$ cat src/rtl/cla_seq_add_if.sv
// Handshake and result bundle for the sequential carry-lookahead adder.
interface cla_seq_add_if #(
  parameter int unsigned WIDTH = 32
);
  logic             start;
  logic [WIDTH-1:0] a;
  logic [WIDTH-1:0] b;
  logic             sub;
  logic             ready;
  logic             done;
  logic [WIDTH-1:0] sum;
  logic             c_out;
  logic             ovf;

  modport master (
    output start, a, b, sub,
    input  ready, done, sum, c_out, ovf
  );

  modport slave (
    input  start, a, b, sub,
    output ready, done, sum, c_out, ovf
  );
endinterface

$ cat src/rtl/cla_seq_add.sv
// Multi-cycle WIDTH-bit adder that reuses one SLICE-bit carry-lookahead slice, LSB slice first.
// Optional feature macro: CLA_SEQ_ADD_SUB_EN enables subtraction via the sub input.
module cla_seq_add #(
  parameter int unsigned WIDTH = 32,
  parameter int unsigned SLICE = 8
) (
  input logic          clk,
  input logic          rst,
  cla_seq_add_if.slave bus
);

  localparam int unsigned N  = WIDTH / SLICE;
  localparam int unsigned KW = (N > 1) ? $clog2(N) : 1;

  typedef enum logic [1:0] {
    IDLE = 2'd0,
    RUN  = 2'd1,
    DONE = 2'd2
  } state_t;

  state_t           state;
  state_t           state_next;
  logic             accept;
  logic             step;
  logic             last;

  logic [WIDTH-1:0] a_reg;
  logic [WIDTH-1:0] b_reg;
  logic             carry_reg;
  logic [KW-1:0]    k;
  logic [WIDTH-1:0] sum_reg;
  logic             c_out_reg;
  logic             ovf_reg;

  logic [WIDTH-1:0] b_in;
  logic             c_in;

  logic [SLICE-1:0] a_sl;
  logic [SLICE-1:0] b_sl;
  logic [SLICE-1:0] g;
  logic [SLICE-1:0] p;
  logic [SLICE-1:0] s;
  logic [SLICE:0]   c;
  logic [WIDTH-1:0] sum_next;

`ifdef CLA_SEQ_ADD_SUB_EN
  // Subtraction as A + ~B + 1.
  assign b_in = bus.b ^ {WIDTH{bus.sub}};
  assign c_in = bus.sub;
`else
  logic unused_sub;
  assign unused_sub = bus.sub;
  assign b_in       = bus.b;
  assign c_in       = 1'b0;
`endif

  assign last = (k == KW'(N - 1));

  // Slice select, per-bit generate/propagate, lookahead carries and sum.
  always_comb begin
    logic pp;
    logic cc;
    a_sl = SLICE'(a_reg >> (k * SLICE));
    b_sl = SLICE'(b_reg >> (k * SLICE));
    g    = a_sl & b_sl;
    p    = a_sl | b_sl;
    c    = '0;
    c[0] = carry_reg;
    for (int i = 0; i < int'(SLICE); i++) begin
      pp = p[i];
      cc = g[i];
      for (int j = i - 1; j >= 0; j--) begin
        cc = cc | (pp & g[j]);
        pp = pp & p[j];
      end
      c[i+1] = cc | (pp & carry_reg);
    end
    s        = a_sl ^ b_sl ^ c[SLICE-1:0];
    sum_next = (sum_reg & ~(WIDTH'({SLICE{1'b1}}) << (k * SLICE)))
             | (WIDTH'(s) << (k * SLICE));
  end

  always_ff @(posedge clk) begin
    if (rst) state <= IDLE;
    else     state <= state_next;
  end

  always_comb begin
    state_next = state;
    accept     = 1'b0;
    step       = 1'b0;
    case (state)
      IDLE: begin
        if (bus.start) begin
          accept     = 1'b1;
          state_next = RUN;
        end
      end
      RUN: begin
        step = 1'b1;
        if (last) state_next = DONE;
      end
      DONE: begin
        if (bus.start) begin
          accept     = 1'b1;
          state_next = RUN;
        end else begin
          state_next = IDLE;
        end
      end
      default: state_next = IDLE;
    endcase
  end

  // Operand capture, slice write-back and carry chaining; sum is kept across starts.
  always_ff @(posedge clk) begin
    if (rst) begin
      a_reg     <= '0;
      b_reg     <= '0;
      carry_reg <= 1'b0;
      k         <= '0;
      sum_reg   <= '0;
      c_out_reg <= 1'b0;
      ovf_reg   <= 1'b0;
    end else if (accept) begin
      a_reg     <= bus.a;
      b_reg     <= b_in;
      carry_reg <= c_in;
      k         <= '0;
    end else if (step) begin
      sum_reg   <= sum_next;
      carry_reg <= c[SLICE];
      k         <= k + KW'(1);
      if (last) begin
        c_out_reg <= c[SLICE];
        ovf_reg   <= c[SLICE] ^ c[SLICE-1];
      end
    end
  end

  assign bus.ready = (state != RUN);
  assign bus.done  = (state == DONE);
  assign bus.sum   = sum_reg;
  assign bus.c_out = c_out_reg;
  assign bus.ovf   = ovf_reg;

endmodule
$ cat src/flat_wrapper.sv
// flat-port wrapper written by rule: the top's interface ports become plain ports
module cla_seq_add_flat 
#(
  parameter int unsigned WIDTH = 32,
  parameter int unsigned SLICE = 8
)
  (clk, rst, bus_start, bus_a, bus_b, bus_sub, bus_ready, bus_done, bus_sum, bus_c_out, bus_ovf);
  cla_seq_add_if #(.WIDTH(WIDTH)) bus_i ();
  input logic clk;
  input logic rst;
  input wire logic [$bits(bus_i.start)-1:0] bus_start;
  input wire logic [$bits(bus_i.a)-1:0] bus_a;
  input wire logic [$bits(bus_i.b)-1:0] bus_b;
  input wire logic [$bits(bus_i.sub)-1:0] bus_sub;
  output wire logic [$bits(bus_i.ready)-1:0] bus_ready;
  output wire logic [$bits(bus_i.done)-1:0] bus_done;
  output wire logic [$bits(bus_i.sum)-1:0] bus_sum;
  output wire logic [$bits(bus_i.c_out)-1:0] bus_c_out;
  output wire logic [$bits(bus_i.ovf)-1:0] bus_ovf;
  assign bus_i.start = bus_start;
  assign bus_i.a = bus_a;
  assign bus_i.b = bus_b;
  assign bus_i.sub = bus_sub;
  assign bus_ready = bus_i.ready;
  assign bus_done = bus_i.done;
  assign bus_sum = bus_i.sum;
  assign bus_c_out = bus_i.c_out;
  assign bus_ovf = bus_i.ovf;
  cla_seq_add #(.WIDTH(WIDTH), .SLICE(SLICE)) u_core (.clk(clk), .rst(rst), .bus(bus_i));
endmodule
$ cat config.mk
export PLATFORM = sky130hd
export DESIGN_NAME = cla_seq_add_flat
export DESIGN_NICKNAME = d
export VERILOG_FILES = /design/src/rtl/cla_seq_add_if.sv /design/src/rtl/cla_seq_add.sv /design/src/flat_wrapper.sv
export SDC_FILE = /design/constraint.sdc
export NUM_CORES = 1
export LEC_CHECK = 0
export ABC_CLOCK_PERIOD_IN_PS = 4320
export BUFFER_PORTS_ARGS = -buffer_cell sky130_fd_sc_hd__buf_2
export CORE_UTILIZATION = 58
export DETAILED_ROUTE_END_ITERATION = 16
export GPL_TIMING_DRIVEN = 1
export PLACE_DENSITY = 0.84
export SLEW_MARGIN = 20
export SYNTH_ARGS = -nofsm -noshare
export SYNTH_HDL_FRONTEND = slang
export SYNTH_SLANG_ARGS = --single-unit
$ cat constraint.sdc
create_clock -name clk -period 4.32 [get_ports clk]
set_clock_uncertainty 0.05 [all_clocks]
set_input_delay 0.864 -clock clk [delete_from_list [all_inputs] [get_ports clk]]
set_output_delay 0.864 -clock clk [all_outputs]
set_load 0.03 [all_outputs]
==> results_dict.tcl <==
set metrics [dict create \
    cp.required_ps 4560 \
    route.met3.wl_um 581 \
    final_layout_size_suffix_gt1_frac 0.2341 \
    worstPathMaxFanout 23 \
    dp_cells 683 \
    yosys.area.top_type "dfxtp_1" \
    crit_chain "mux4_2, inv_1, ha_1, nor2b_1, a211oi_1, a31oi_2, xor2_1, a22o_1" \
    filler_cell_count 570 \
    drc 0 \
    seq_area_frac_synth 0.4564 \
    num_rows 31 \
    vdd_ir_drop_max_mv 0.2610 \
    crit_path_end_kind "flop" \
    drt_iter0_drc 281 \
    fin_crit_ps 3289 \
    n_antenna_cell 0 \
    dpl.hpwl_mm 7.577 \
    finalHoldViolCount 0 \
    synth.top_cell.area_share 0.4564 \
    clkLatencyLatePin_ps 360 \
    fin_crit_sh 0.7614 \
    coreArea_mm2 0.007408 \
    die_width_um 90.26 \
    cts_resized 0 \
    syn2layout_area_growth_pct 16.73 \
    grt_pass1_vias 3780 \
    synth_seq_cells 103 \
    yosys-top-cells-area "dfxtp_1 46%, nand2_1 11%, mux4_2 8.0%, a21oi_1 7.8%, ha_1 6.1%" \
    synth_nets 599 \
    status "completed" \
    synth_cell_types 37 \
    slowest_stage "dfxtp_1" \
    viasPerCell 5.506 \
    slew_headroom 0.2413 \
    hold_ws_ps 405.8 \
    totalWireLength_mm 10.34 \
    setup_tns_ps 0 \
    ys_warn_count 0 \
    routabilityCongestion 0.7714 \
    cts.sinks 103 \
    drt-wirelength-per-cell_um 14.83 \
    grt_max_degree 57 \
    final_cells 697 \
    finalSetupViolCount 0 \
    cap_viol_max_count 0 \
    critPathMaxStageDelay_ps 1080 \
    rsz0062_at_grt "no" \
    arrival_ps 3530 \
    postCtsHoldBufs 0 \
    met1_length_mm 4.605 \
    synth.avg_cell_area_um2 8.894 \
    multiInputGateArea_mm2 0.002260 \
    fin_util 0.7119 \
    ant_nets 0 \
    grt_pass1_wl_mm 17.50 \
    synthCells 508 \
    p_leak_nw 2.257 \
    clk_pin_slew_ps 90 \
    seqCellArea_mm2 0.002062 \
    maxUsedRoutingLayer "met4" \
    cts_setup_buffers 0 \
    ctsLongestPathBuffers 2 \
    antenna_found_initial 0 \
    cts_buffers 9 \
    gr-total-overflow 0 \
    die_h_um 90.26 \
    io_pins 104 \
    cts_tree "yes" \
    dr_total_vias 3838 \
    syn_area_mm2 0.004518 \
    criticalPathCategory "flop to flop" \
    slew_violations 0 \
    io_buffers 102 \
    die_area_mm2 0.008147 \
    power_density_mw_per_mm2 354.0 \
    worstMarginPinSlew_ps 1137 \
    root_buffer "clkbuf_8" \
    grtUsageTotal 0.2706 \
    wl_met2_mm 4.975 \
    initial_core_util 0.6099 \
    cts_max_level 3 \
    crit_path_start_kind "flop" \
    hp-class "flop to flop" \
    drt_pass1_iterations 4 \
    layout.nets 686 \
    maxClockFrequency_mhz 304.0 \
]
placed cells by master, fill, tap and decap left out, types with 3 or more instances in the layout:
cell	n
clkbuf_8	9
a22o_1	16
a21oi_1	70
nand2_1	134
mux4_2	16
dfxtp_1	103
nor2b_1	6
buf_2	102
ha_1	22
nor4_1	4
nor3_1	12
a22oi_1	12
inv_1	24
buf_4	3
xor2_1	4
a32o_1	4
nor2_1	27
worst max-delay path: cells and delay by family, from the launching register on:
family          cells  cell delay (ps)
compound gates      3              780
xor+xnor            1              320
fa+ha+maj           1              290
buf+inv             1               90
flops               1             1080
mux                 1              490
simple gates        1              110
layout make-up:
cell class / instances / share of cell area
Clock buffer: 11 / 0.02491
Timing Repair Buffer: 106 / 0.1063
Inverter: 24 / 0.01708
Clock inverter: 3 / 0.008778
Tap cell: 99 / 0.02349
Sequential cell: 103 / 0.3910
Multi-Input combinational cell: 351 / 0.4285
cell usage after synthesis:
cell type,count
nor3b_1,1
ha_1,22
dfxtp_1,103
mux4_2,16
o31ai_4,1
nor2b_1,7
a22oi_1,12
and2_1,1
inv_1,24
o21ai_1,1
nand2b_1,1
a31oi_2,1
a22o_1,16
and2b_1,1
fa_1,1
mux2i_1,1
o31ai_1,1
a211oi_1,2
o21ai_0,1
a21oi_1,70
xor2_1,4
xnor2_1,2
a32o_1,4
o21bai_1,1
nand2_1,134
or4b_1,1
buf_2,3
nor4_1,4
clkbuf_1,17
nor3b_4,1
nor3_1,12
a311oi_1,2
a2111oi_2,1
or3_1,1
o311ai_0,1
nor2_1,27
buf_1,10
path summary, 6_finish.rpt:
| check | slack [ps] | start | depth (start not counted) | endpoint |
|---|---|---|---|---|
| worst max-delay path | 1030 | u_core.k[1]$_SDFFE_PP0P_ | 8 | u_core.bus.sum[15]$_SDFFE_PP0P_ |
| worst min-delay path | 410 | u_core.b_reg[9]$_SDFFE_PP0P_ | 2 | u_core.b_reg[9]$_SDFFE_PP0P_ |
| worst max register to register | 1030 | u_core.k[1]$_SDFFE_PP0P_ | 8 | u_core.bus.sum[15]$_SDFFE_PP0P_ |
| worst min register to register | 410 | u_core.b_reg[9]$_SDFFE_PP0P_ | 2 | u_core.b_reg[9]$_SDFFE_PP0P_ |
metal layers:
layer,vias to the layer above,global-route usage
li1,1906,-
met1,1808,0.3404
met4,0,0.08602
met2,111,0.4612
met5,-,0
met3,13,0.06229
cells by family (layout without fill, tap and decap cells):
kind of cell | after synthesis | in the layout | share of synthesized area
mux | 17 | 17 | 0.08197
buf+inv | 54 | 144 | 0.04569
xor+xnor | 6 | 6 | 0.01163
fa+ha+maj | 23 | 23 | 0.06536
flops | 103 | 103 | 0.4564
compound gates | 114 | 114 | 0.1628
simple gates | 191 | 191 | 0.1761
stage by stage:
stage | instance area [um^2] | power, mW | worst slack [ps]
floorplan | 4518 | 1.231 | 1493
finish | 5274 | 1.867 | 1031
CTS | 5274 | 1.878 | 1048
global placement | 5069 | 1.309 | 1185
global route | 5274 | 1.954 | 740.8
detailed placement | 5096 | 1.326 | 1096
power by group:
group	internal, mW	switching [mW]	leakage (nW)	total, mW
sequential	0.993	0.0245	0.841	1.02
clock	0.263	0.299	0.0855	0.562
combinational	0.114	0.174	1.33	0.288
Note: power is estimated with default switching activity, not from simulation.
